===== src/rtl/regfile_dump_reader_if.sv =====
// Output stream of the register-file dump reader: one captured word plus its binary index,
// moved on a valid/ready handshake.
interface regfile_dump_reader_if #(
    parameter int K    = 16,
    parameter int IDXW = 3
);
    logic            out_valid;
    logic            out_ready;
    logic [K-1:0]    out_data;
    logic [IDXW-1:0] out_index;

    modport master (output out_valid, out_data, out_index, input out_ready);
    modport slave  (input out_valid, out_data, out_index, output out_ready);
endinterface


===== src/rtl/regfile_dump_reader.sv =====
// Walks every register of the file through its one-hot read mux and streams each word out.
// Optional REGFILE_DUMP_CHECKSUM_EN adds a running XOR of the words captured since the last start.
module regfile_dump_reader #(
    parameter int k     = 16,
    parameter int NREGS = 8,
    parameter int IDXW  = 3
) (
    input  logic                  clk,
    input  logic                  reset,
    input  logic                  start,
    output logic [NREGS-1:0]      rd_select,
    input  logic [k-1:0]          rd_data,
    regfile_dump_reader_if.master out,
    output logic                  busy,
    output logic                  done
`ifdef REGFILE_DUMP_CHECKSUM_EN
    ,
    output logic [k-1:0]          checksum
`endif
);

    if (NREGS != (1 << IDXW) || NREGS < 2 || NREGS > 256) begin : g_bad_cfg
        $error("regfile_dump_reader: NREGS must be a power of two in 2..256 equal to 2**IDXW");
    end

    typedef enum logic [1:0] {S_IDLE, S_SELECT, S_OUTPUT, S_DONE} state_t;

    state_t          r_state;
    logic [IDXW-1:0] r_idx;
    logic            r_valid;
    logic [k-1:0]    r_data;
    logic [IDXW-1:0] r_index;
    logic            r_busy;
    logic            r_done;
    logic            w_last;

    assign w_last = (r_idx == IDXW'(NREGS - 1));

    // The read mux is shared with the register file, so select only while capturing.
    assign rd_select = (r_state == S_SELECT) ? (NREGS'(1) << r_idx) : '0;

    assign out.out_valid = r_valid;
    assign out.out_data  = r_data;
    assign out.out_index = r_index;
    assign busy          = r_busy;
    assign done          = r_done;

`ifdef REGFILE_DUMP_CHECKSUM_EN
    logic [k-1:0] r_cks;
    assign checksum = r_cks;
`endif

    always_ff @(posedge clk) begin
        if (reset) begin
            r_state <= S_IDLE;
            r_idx   <= '0;
            r_valid <= 1'b0;
            r_data  <= '0;
            r_index <= '0;
            r_busy  <= 1'b0;
            r_done  <= 1'b0;
`ifdef REGFILE_DUMP_CHECKSUM_EN
            r_cks   <= '0;
`endif
        end else begin
            case (r_state)
                S_IDLE: begin
                    if (start) begin
                        r_state <= S_SELECT;
                        r_idx   <= '0;
                        r_busy  <= 1'b1;
`ifdef REGFILE_DUMP_CHECKSUM_EN
                        r_cks   <= '0;
`endif
                    end
                end
                S_SELECT: begin
                    r_data  <= rd_data;
                    r_index <= r_idx;
                    r_valid <= 1'b1;
                    r_state <= S_OUTPUT;
`ifdef REGFILE_DUMP_CHECKSUM_EN
                    r_cks   <= r_cks ^ rd_data;
`endif
                end
                S_OUTPUT: begin
                    // Word stays put until the consumer takes it.
                    if (out.out_ready) begin
                        r_valid <= 1'b0;
                        if (w_last) begin
                            r_idx   <= '0;
                            r_state <= S_DONE;
                            r_done  <= 1'b1;
                        end else begin
                            r_idx   <= r_idx + 1'b1;
                            r_state <= S_SELECT;
                        end
                    end
                end
                S_DONE: begin
                    r_done  <= 1'b0;
                    r_busy  <= 1'b0;
                    r_state <= S_IDLE;
                end
                default: r_state <= S_IDLE;
            endcase
        end
    end

endmodule


===== src/flat_wrapper.sv =====
// flat-port wrapper written by rule: the top's interface ports become plain ports
module regfile_dump_reader_flat 
#(
    parameter int k     = 16,
    parameter int NREGS = 8,
    parameter int IDXW  = 3
)
  (clk, reset, start, rd_select, rd_data, busy, done, out_out_valid, out_out_data, out_out_index, out_out_ready);
  regfile_dump_reader_if #(.K((16)), .IDXW(IDXW)) out_i ();
  input  logic clk;
  input  logic reset;
  input  logic start;
  output logic [NREGS-1:0] rd_select;
  input  logic [k-1:0] rd_data;
  output logic busy;
  output logic done;
  output wire logic [$bits(out_i.out_valid)-1:0] out_out_valid;
  output wire logic [$bits(out_i.out_data)-1:0] out_out_data;
  output wire logic [$bits(out_i.out_index)-1:0] out_out_index;
  input wire logic [$bits(out_i.out_ready)-1:0] out_out_ready;
  assign out_out_valid = out_i.out_valid;
  assign out_out_data = out_i.out_data;
  assign out_out_index = out_i.out_index;
  assign out_i.out_ready = out_out_ready;
  regfile_dump_reader #(.k(k), .NREGS(NREGS), .IDXW(IDXW)) u_core (.clk(clk), .reset(reset), .start(start), .rd_select(rd_select), .rd_data(rd_data), .out(out_i), .busy(busy), .done(done));
endmodule

===== config.mk =====
export PLATFORM = sky130hd
export DESIGN_NAME = regfile_dump_reader_flat
export DESIGN_NICKNAME = d
export VERILOG_FILES = /design/src/rtl/regfile_dump_reader_if.sv /design/src/rtl/regfile_dump_reader.sv /design/src/flat_wrapper.sv
export SDC_FILE = /design/constraint.sdc
export NUM_CORES = 1
export LEC_CHECK = 0
export BUFFER_PORTS_ARGS = -buffer_cell sky130_fd_sc_hd__buf_2
export CORE_AREA = 5 5 56 58
export CTS_CLUSTER_SIZE = 20
export DETAILED_ROUTE_END_ITERATION = 7
export DIE_AREA = 0 0 61 63
export PLACE_DENSITY_LB_ADDON = 0.3
export SYNTH_ARGS = -nofsm -noshare
export SYNTH_HDL_FRONTEND = slang
export SYNTH_SLANG_ARGS = --single-unit

===== constraint.sdc =====
create_clock -name clk -period 1.9 [get_ports clk]
set_clock_uncertainty 0.2 [all_clocks]
set_input_delay 0.19 -clock clk [delete_from_list [all_inputs] [get_ports clk]]
set_output_delay 0.19 -clock clk [all_outputs]
set_load 0.05 [all_outputs]

==> key figures, run 1 <==
Outcome
  – Status: complete, no violations

Route
  – DRT antenna net count: 0
  – DRT iter0 DRCs: 50
  – Routed via count: 1157
  – Drt pass-1 iters: 4
  – Avg WL per Cell: 12.1 um
  – Final WL: 2850 um
  – Vias per cell: 4.92
  – DRC viols: 0

Hold path
  – Hold Crit Class: input port to flip-flop
  – HP Start: reset
  – Hold Path Depth: 2
  – Hold endpoint: u_core.busy

Synth
  – Ys flop type: dfxtp_1
  – Synth Register Bits: 27
  – Synth area leader: dfxtp_1
  – Post-synthesis cell area: 1110 um2
  – Post-synth EDFFs: 0
  – Top post-synthesis cells by area: dfxtp_1, nand2_1, a21oi_1, ha_1, and3_1
  – Top-area cell type share of the netlist area: 48.6%
  – Ys async rst share: 0%
  – Netlist cell types: 22
  – Post-synthesis cell count: 137
  – Synth warn: 0
  – Post-Syn Nets: 163
  – Post-synthesis sequential area ratio: 48.6%
  – Mean area per synthesized cell: 8.12 um2

Finish
  – Post-Layout Cell Count: 235
  – Layout Nets: 231
  – ANT cells: 0
  – P&R area growth vs syn: 46.8%
  – Layout cells sized above 1: 31.4%
  – Post-layout util: 62.4%

STA
  – Hold Vio Cnt, Final: 0
  – Slew @ Worst Pin: 0.477 ns
  – Setup TNS: 0 ns
  – Slew HR: 68.2%
  – Final slew viol count: 0
  – WHS: 0.105 ns
  – Highest Clock Rate: 552 MHz
  – # setup viols final: 0
  – RSZ-0062 raised after global routing: false
  – Final Cycle Share: 95.4%
  – Post-layout min period: 1.81 ns

Worst setup path
  – Slowest cell on crit path: dfxtp_4
  – Most used cell, CP: ha_1
  – Crit path largest cell delay: 0.38 ns
  – Crit. End Element: output pin
  – Worst Path Arrival: 1.42 ns
  – Largest delay share family, worst path: adder cells
  – Crit start category: flip-flop
  – Worst R2R End: u_core.r_idx[2]
  – CP max FO: 5
  – Reg2Reg Setup Slack: 0.16 ns
  – Register-to-Register Path Depth: 4
  – Reg2reg start: u_core.r_idx[0]
  – Buf+Inv Stages, Crit Path: 1
  – CP Cell Sequence: ha_1 -> ha_1 -> and2_1 -> buf_2
  – CP Class: flip-flop to output pin
  – CP Data Required Time: 1.51 ns

Clocking
  – Clock-pin slew on the worst setup and hold paths: 0.14 ns
  – CTS max path bufs: 2
  – CTS buffer count: 3
  – Worst-Skew Late Latency: 0.32 ns
  – CTS tree: built
  – H-tree Lvls: 1
  – CTS sink cnt: 27
  – Clock Tree Root: clkbuf_4

GRT
  – Tot GR Track Use: 15.3%
  – Gr ovfl total: 0
  – First-pass GRT wire length: 4570 um
  – Initial antenna violation count: 0
  – Vias in the first global route: 1095
  – Largest net degree at the start of global routing: 28

Floorplan
  – # rows: 19
  – Core Area: 2620 um2
  – Die Y: 63 um
  – Die Area: 3840 um2
  – Initial Util: 42.5%
  – # IOs: 50
  – Die W: 61 um

Place
  – Placed Cells: 211
  – Gp weighted congestion: 0.761
  – DP Wirelength: 1980 um
  – # port buffers: 49

Power
  – LEAKAGE: 0.760 nW
  – Peak supply drop: 441 uV
  – Power Density: 671 nW/um2
  – Total chip power: 1.09 mW

Job
  – Max-cap violations: 0
-- registers in the layout, summed over array words and instances, names as in the netlist --
name and flops:
u_core.out.out_data 16, u_core.out.out_index 3, u_core.r_idx 3, u_core.r_state 2, u_core.busy 1, u_core.done 1
u_core.out.out_valid 1
-- worst max-delay path by stage --
stage	start	end	slack (ns)	depth (start not counted)
after floorplan	u_core.r_state[1]	rd_select[3]	0.22	5
after global placement	u_core.r_idx[0]	u_core.r_idx[2]	0.22	4
after detailed placement	u_core.r_idx[0]	u_core.r_idx[2]	0.18	4
after CTS	u_core.r_state[1]	rd_select[2]	0.003	3
after global routing	u_core.r_idx[1]	rd_select[7]	0.0003	4
final	u_core.r_idx[0]	rd_select[3]	0.09	4
-- layout make-up --
cell class / count / area (um2)
Clock buffer: 3 / 22.5
Clock inverter: 1 / 7.51
Fill cell: 220 / 982
Inverter: 4 / 15.0
Multi-Input combinational cell: 97 / 531
Sequential cell: 27 / 549
Tap cell: 31 / 38.8
Timing Repair Buffer: 72 / 469
-- stage by stage --
| step | setup WS, ns | instance area [um2] |
|---|---|---|
| CTS | 0.00252 | 1600 |
| detailed placement | 0.184 | 1380 |
| global placement | 0.217 | 1380 |
| floorplan | 0.215 | 1110 |
| global route | 0.000331 | 1630 |
| finish | 0.0872 | 1630 |
-- cells in the mapped netlist (2+ instances only) --
master	number
buf_2	6
o21ai_1	2
and2_1	2
a21oi_1	23
inv_1	4
ha_1	6
nand2_1	39
nor2b_1	2
and3_1	6
dfxtp_1	27
clkbuf_1	4
o21ai_0	2
nor2_1	4
nand4b_1	2
-- cells in the final DEF (no fill, tap or decap) --
cell           count
buf_2             48
nor2_1             4
inv_1              4
dlygate4sd3_1     18
a211oi_1           1
ha_2               1
a21oi_1           23
nand2_1           39
o21ai_1            2
or4b_1             1
ha_1               5
and2_1             2
nor2b_1            1
nor3b_1            1
nand4b_1           2
dfxtp_2            1
a22oi_1            1
dfxtp_1           24
buf_6              1
and3_1             6
nor3_1             1
nor2b_2            1
a31oi_1            1
nand2b_1           1
o21ai_0            2
mux2i_1            1
clkinvlp_4         1
buf_4              5
nor2b_4            1
dfxtp_4            2
clkbuf_4           3
-- worst register-to-register path, delay by kind of cell (launching register included) --
kind / cells / cell delay, ns
flops: 1 / 0.38
fa+ha+maj: 2 / 0.49
simple gates: 1 / 0.46
compound gates: 1 / 0.15
-- power by group --
group | switching (mW) | leakage (nW) | internal, mW
Combinational | 0.158 | 0.525 | 0.0873
Sequential | 0.0162 | 0.222 | 0.590
Clock | 0.164 | 0.0139 | 0.0803
-- timing repair --
action                     CTS  global route
setup endpoints to repair    8             8
hold buffers                18             0
hold endpoints to repair    20             0
buffers inserted             0             1
gates cloned                 0             1
gates resized for setup      4             6
-- cells by family (layout without fill, tap and decap cells) --
kind of cell | Yosys count | count (layout) | share of synthesized area, %
AOI/OAI and AO/OA | 30 | 30 | 14.1
and+or+nand+nor | 59 | 60 | 24.3
muxes | 1 | 1 | 0.900
adders and majority gates | 6 | 6 | 6.75
DFF | 27 | 27 | 48.6
buffers and inverters | 14 | 80 | 5.40
-- routing by layer --
layer  track usage [%]  share of wire (%)
met5                 0                  0
met2              27.3                 52
met1              16.9                 40
met3              2.69                6.1
met4              6.78                2.1
(Power assumes the default switching activity.)
==> run 2, diff against run 1 <==
--- a/config.mk
+++ b/config.mk
@@ -6,10 +6,10 @@
 export NUM_CORES = 1
 export LEC_CHECK = 0
 export BUFFER_PORTS_ARGS = -buffer_cell sky130_fd_sc_hd__buf_2
-export CORE_AREA = 5 5 56 58
+export CORE_AREA = 5 5 54 56
 export CTS_CLUSTER_SIZE = 20
 export DETAILED_ROUTE_END_ITERATION = 7
-export DIE_AREA = 0 0 61 63
+export DIE_AREA = 0 0 59 61
 export PLACE_DENSITY_LB_ADDON = 0.3
 export SYNTH_ARGS = -nofsm -noshare
 export SYNTH_HDL_FRONTEND = slang
==> constraint.sdc (replaced) <==
create_clock -name clk -period 2.1 [get_ports clk]
set_clock_uncertainty 0.2 [all_clocks]
set_input_delay 0.21 -clock clk [delete_from_list [all_inputs] [get_ports clk]]
set_output_delay 0.21 -clock clk [all_outputs]
set_load 0.05 [all_outputs]
==> run 2 against run 1 <==
  * Die area down 6.3%
  * Clock power down 13%
  * Hold slack better by 0.019 ns
  * Sequential cell count unchanged
  * Non-clock buffer count down 2
  * Sequential power down 9.4%
  * Setup slack better by 0.031 ns
  * Critical path depth unchanged
  * Wire length down 1.6%
  * Core utilization up 3.9 points
  * Global-route usage up 0.73 points
  * Final area down 3.1%
  * Critical path type unchanged
==> key figures, run 2 (synthesis gave the netlist of run 1 again) <==
Finish
  – Final instance area: 1580 um2 (-3.1%)
  – Max reg flops: 16 (unchanged)
  – Most frequent cells in the layout: buf_2, nand2_1, dfxtp_1, a21oi_1, dlygate4sd3_1
  – P&R area growth vs syn: 42.3%
  – Post-Layout Cell Count: 231 (-1.7%)
  – Layout cells sized above 1: 28.4% (-3.0 points)
  – Layout Nets: 228 (-1.3%)
  – Most common cell after layout, fill and taps aside: buf_2
  – ANT cells: 0 (unchanged)

Worst setup path
  – CP Class: flip-flop to output pin
  – Worst Path Arrival: 1.57 ns (+0.15 ns)
  – CP Data Required Time: 1.69 ns (+0.18 ns)
  – Crit path largest cell delay: 0.43 ns (+0.05 ns)
  – Reg2reg start: u_core.r_idx[1]
  – Crit. End Element: output pin
  – CP Cell Sequence: ha_1 -> ha_1 -> and2_1 -> buf_2
  – Crit start category: flip-flop
  – CP max FO: 5 (unchanged)
  – CP Capture Point: rd_select[7]
  – Crit path launch: u_core.r_idx[1]
  – Most used cell, CP: ha_1
  – Slowest cell on crit path: dfxtp_1
  – Register-to-Register Path Depth: 4 (unchanged)
  – Worst R2R End: u_core.r_idx[2]
  – Reg2Reg Setup Slack: 0.37 ns (+0.21 ns)

Power
  – Logic pwr share: 22.1% (-0.3 points)
  – LEAKAGE: 0.746 nW (-1.8%)
  – Switching part of the total: 29.9% (-0.90 points)
  – Peak supply drop: 383 uV (-13%)
  – Psw: 292 uW (-13%)
  – P_int: 684 uW (-9.7%)
  – Power Density: 617 nW/um2 (-8.0%)
  – Sequential share of power: 56.2% (+0.9 points)
  – Clock power share: 21.7% (-0.6 points)

Outcome
  – Status: complete, no violations

STA
  – RSZ-0062 raised after global routing: false
  – Slew HR: 68.9% (+0.71 points)
  – Setup TNS: 0 ns (unchanged)
  – WHS: 0.124 ns (+0.0187 ns)
  – Post-layout min period: 1.98 ns
  – # setup viols final: 0 (unchanged)
  – Highest Clock Rate: 505 MHz
  – Hold Vio Cnt, Final: 0 (unchanged)
  – Final Cycle Share: 94.4%
  – Final worst setup slack: 0.118 ns (+0.0311 ns)
  – Final slew viol count: 0 (unchanged)
  – Slew @ Worst Pin: 0.467 ns (-0.0106 ns)

GRT
  – Initial antenna violation count: 0 (unchanged)
  – GRT busiest layer: met2
  – First-pass GRT wire length: 4380 um (-4.2%)
  – Met3 usage: 2.77% (+0.080 points)
  – GR Util met1: 16.9% (about the same)
  – Tot GR Track Use: 16.0% (+0.73 points)
  – Largest net degree at the start of global routing: 28 (unchanged)
  – Gr ovfl total: 0 (unchanged)
  – Vias in the first global route: 1023 (-6.6%)
  – Met2 Use GR: 31.5% (+4.3 points)

Clocking
  – CTS sink cnt: 27 (unchanged)
  – CTS buffer count: 3 (unchanged)
  – Clock-pin slew on the worst setup and hold paths: 0.13 ns (about the same)
  – CTS max path bufs: 2 (unchanged)
  – Clock Tree Root: clkbuf_4
  – Worst-Skew Late Latency: 0.31 ns (about the same)
  – H-tree Lvls: 1 (unchanged)
  – CTS tree: built

Route
  – Drt pass-1 iters: 4 (unchanged)
  – Routed via count: 1115 (-3.6%)
  – Final WL: 2800 um (-1.6%)
  – DRC viols: 0 (unchanged)
  – DRT antenna net count: 0 (unchanged)
  – Vias per cell: 4.83 (-2.0%)
  – Avg WL per Cell: 12.1 um (about the same)
  – DRT iter0 DRCs: 36 (-28%)

Hold path
  – HP Start: reset
  – Hold Crit Class: input port to flip-flop

Place
  – Placed cell area: 1370 um2 (-0.63%)
  – DP Wirelength: 1970 um (-0.63%)
  – # port buffers: 49 (unchanged)
  – Worst slack, placed: 0.377 ns (+0.193 ns)
  – Placed Cells: 209 (-0.95%)
  – Gp weighted congestion: 0.809 (+6.4%)

Floorplan
  – # rows: 18 (-1)
  – Die Y: 61 um (-3.2%)
  – Die W: 59 um (-3.3%)
  – Initial Util: 46.6% (+4.1 points)
  – Die Area: 3600 um2 (-6.3%)
  – Core Area: 2390 um2 (-8.7%)
  – # IOs: 50 (unchanged)

Job
  – Max-cap violations: 0 (unchanged)
-- run 2: worst min path at each step --
| stage | cells after the start | end |
|---|---|---|
| 2_1_floorplan | 1 | u_core.out.out_valid |
| 3_3_place_gp | 2 | u_core.out.out_data[15] |
| 3_5_place_dp | 2 | u_core.out.out_index[2] |
| 4_1_cts | 2 | u_core.busy |
| 5_1_grt | 2 | u_core.busy |
| 6_report | 2 | u_core.busy |
-- run 2: cell type report --
class	count	area, um2
fill	205	805
sequential	27	542
multi-input combinational	96	514
timing repair buffer	70	448
tap	30	37.5
clock buffer	4	26.3
inverter	4	15.0
-- run 2: timing repair --
action / 4_1_cts / 5_1_grt
setup endpoints to repair: 0 / 8
endpoints found under the hold margin: 19 / 0
setup buffers: 0 / 0
resized for setup: 0 / 2
hold buffers: 18 / 0
-- run 2: critical path: cells and delay by family (launching register included) --
kind	cells	cell delay, ns
AND/OR/NAND/NOR	1	0.14
adder cells (fa/ha/maj)	2	0.43
flip-flops	1	0.43
buffers and inverters	1	0.25
-- run 2: per-layer routing --
metal  vias up  part of all wire [%]
met5         -                     0
met4         0                  0.54
met3         2                   5.9
met2        27                    53
met1       505                    40
li1        581                     -
-- run 2: power groups by stage --
stage                     clock [mW]  combinational [mW]  sequential, mW
after floorplan                    0              0.0702           0.626
after detailed placement           0               0.190           0.560
after global placement             0               0.187           0.559
after global routing           0.247               0.233           0.553
final                          0.212               0.216           0.549
after CTS                      0.224               0.216           0.549
-- run 2: per-stage QoR --
stage	utilization, %	total power, mW
2_1_floorplan	-	0.696
3_3_place_gp	57.5	0.746
3_5_place_dp	57.5	0.750
4_1_cts	66.1	0.989
5_1_grt	66.3	1.03
6_report	66.3	0.976
==> run 3, diff against run 2 <==
--- a/config.mk
+++ b/config.mk
@@ -7,10 +7,11 @@
 export LEC_CHECK = 0
 export BUFFER_PORTS_ARGS = -buffer_cell sky130_fd_sc_hd__buf_2
 export CORE_AREA = 5 5 54 56
+export CTS_CLUSTER_DIAMETER = 30
 export CTS_CLUSTER_SIZE = 20
 export DETAILED_ROUTE_END_ITERATION = 7
 export DIE_AREA = 0 0 59 61
-export PLACE_DENSITY_LB_ADDON = 0.3
+export PLACE_DENSITY = 0.84
 export SYNTH_ARGS = -nofsm -noshare
 export SYNTH_HDL_FRONTEND = slang
 export SYNTH_SLANG_ARGS = --single-unit
==> run 3 against run 2 <==
  * Sequential cell count is the same
  * Via count grew 2.2%
  * Sequential share of layout area shrank 0.19 points
  * Hold slack lost 0.0021 ns
==> key figures, run 3 (synthesis gave the netlist of run 1 again) <==
Outcome
  – Status: complete, no violations

GRT
  – Initial antenna violation count: 0 (unchanged)
  – Tot GR Track Use: 16.6% (+0.58 points)
  – Largest net degree at the start of global routing: 28 (unchanged)
  – Gr ovfl total: 0 (unchanged)
  – Vias in the first global route: 1083 (+5.9%)
  – First-pass GRT wire length: 4640 um (+6.0%)

Floorplan
  – Core Area: 2390 um2 (unchanged)
  – Die Y: 61 um (unchanged)
  – # IOs: 50 (unchanged)
  – Initial Util: 46.6% (unchanged)
  – # rows: 18 (unchanged)
  – Die W: 59 um (unchanged)
  – Die Area: 3600 um2 (unchanged)

STA
  – Hold Vio Cnt, Final: 0 (unchanged)
  – Slew @ Worst Pin: 0.477 ns (+0.0101 ns)
  – WHS: 0.122 ns (-0.00211 ns)
  – Setup TNS: 0 ns (unchanged)
  – Final worst setup slack: 0.152 ns (+0.0339 ns)
  – # setup viols final: 0 (unchanged)
  – RSZ-0062 raised after global routing: false
  – Highest Clock Rate: 513 MHz (+1.7%)
  – Slew HR: 68.2% (-0.67 points)
  – Final slew viol count: 0 (unchanged)
  – Post-layout min period: 1.95 ns (-0.0339 ns)
  – Final Cycle Share: 92.8% (-1.6 points)

Route
  – Final WL: 2970 um (+6.1%)
  – DRT iter0 DRCs: 60 (+67%)
  – Routed via count: 1139 (+2.2%)
  – DRC viols: 0 (unchanged)
  – Avg WL per Cell: 12.9 um (+6.1%)
  – Drt pass-1 iters: 4 (unchanged)
  – DRT antenna net count: 0 (unchanged)
  – Vias per cell: 4.93 (+2.2%)

Place
  – # port buffers: 49 (unchanged)
  – Gp weighted congestion: 0.815 (+0.72%)
  – Placed Cells: 209 (unchanged)
  – Placed cell area: 1370 um2 (unchanged)
  – DP Wirelength: 2060 um (+4.8%)
  – Worst slack, placed: 0.257 ns (-0.121 ns)

Clocking
  – Clock-pin slew on the worst setup and hold paths: 0.15 ns (+0.02 ns)
  – CTS sink cnt: 27 (unchanged)
  – Clock Tree Root: clkbuf_4
  – H-tree Lvls: 1 (unchanged)
  – CTS buffer count: 3 (unchanged)
  – CTS tree: built
  – Worst-Skew Late Latency: 0.32 ns (about the same)
  – CTS max path bufs: 2 (unchanged)

Worst setup path
  – Crit. End Element: output pin
  – Register-to-Register Path Depth: 4 (unchanged)
  – Reg2reg start: u_core.r_idx[1]
  – CP max FO: 5 (unchanged)
  – CP Data Required Time: 1.69 ns (about the same)
  – Reg2Reg Setup Slack: 0.33 ns (-0.04 ns)
  – CP Class: flip-flop to output pin
  – Worst Path Arrival: 1.54 ns (-0.03 ns)
  – Crit start category: flip-flop
  – Worst R2R End: u_core.r_idx[2]

Power
  – Psw: 309 uW (+5.8%)
  – Power Density: 623 nW/um2 (+0.95%)
  – P_int: 684 uW (about the same)
  – Logic pwr share: 21.7% (-0.4 points)
  – LEAKAGE: 0.747 nW (about the same)
  – Clock power share: 22.5% (+0.8 points)
  – Sequential share of power: 55.8% (-0.4 points)
  – Total chip power: 993 uW (+1.8%)
  – Switching part of the total: 31.1% (+1.2 points)
  – Peak supply drop: 564 uV (+47%)

Finish
  – Final instance area: 1600 um2 (+0.79%)
  – Post-Layout Cell Count: 231 (unchanged)
  – ANT cells: 0 (unchanged)
  – Most common cell after layout, fill and taps aside: buf_2
  – Layout Nets: 228 (unchanged)
  – Layout cells sized above 1: 29.4% (+1.0 points)
  – Most frequent cells in the layout: buf_2, nand2_1, dfxtp_1, a21oi_1, dlygate4sd3_1
  – Max reg flops: 16 (unchanged)
  – P&R area growth vs syn: 43.4%
  – Post-layout util: 66.8% (+0.52 points)

Hold path
  – HP Start: reset
  – Hold Crit Class: input port to flip-flop
  – Hold Path Depth: 2 (unchanged)
  – Hold endpoint: u_core.busy

Job
  – Max-cap violations: 0 (unchanged)
[run 3: metal layers]
layer,GRT usage (%),up-vias,wire length [um]
met2,31.4,29,1590
met4,3.88,0,11
li1,-,578,-
met1,19.4,530,1180
met5,0,-,0
met3,2.98,2,187
[run 3: area by class of cell]
| cell class | instances | area, um2 |
|---|---|---|
| timing repair buffer | 70 | 450 |
| inverter | 4 | 15.0 |
| sequential | 27 | 543 |
| multi-input combinational | 96 | 519 |
| clock buffer | 3 | 22.5 |
| tap | 30 | 37.5 |
| fill | 210 | 792 |
| clock inverter | 1 | 7.51 |
[run 3: power groups by stage]
stage                     sequential (mW)  clock [mW]  combinational, mW
after floorplan                     0.626           0             0.0702
after global placement              0.562           0              0.183
after detailed placement            0.563           0              0.188
after CTS                           0.552       0.228              0.214
after global routing                0.558       0.253              0.231
final                               0.554       0.224              0.215
[run 3: worst max-delay path by stage]
stage,startpoint,to,slack [ns],cells after the start
after floorplan,u_core.r_state[1],rd_select[3],0.40,5
after global placement,u_core.r_state[0],rd_select[1],0.36,3
after global routing,u_core.r_idx[1],rd_select[7],0.02,4
after detailed placement,u_core.r_state[0],rd_select[0],0.26,3
final,u_core.r_idx[1],rd_select[7],0.15,4
after CTS,u_core.r_state[0],rd_select[0],0.007,3
[run 3: worst max-delay path, stage by stage (launching register included)]
cell and delay [ns]:
dfxtp_1 0.44, ha_1 0.21, ha_1 0.21, and2_1 0.14
clkbuf_4 0.22
[run 3: what timing repair did]
item / in CTS / in global routing
hold buffers: 18 / 0
endpoints found under the setup margin: 8 / 8
hold endpoints to repair: 18 / 0
resized for setup: 1 / 4
buffers inserted: 0 / 0
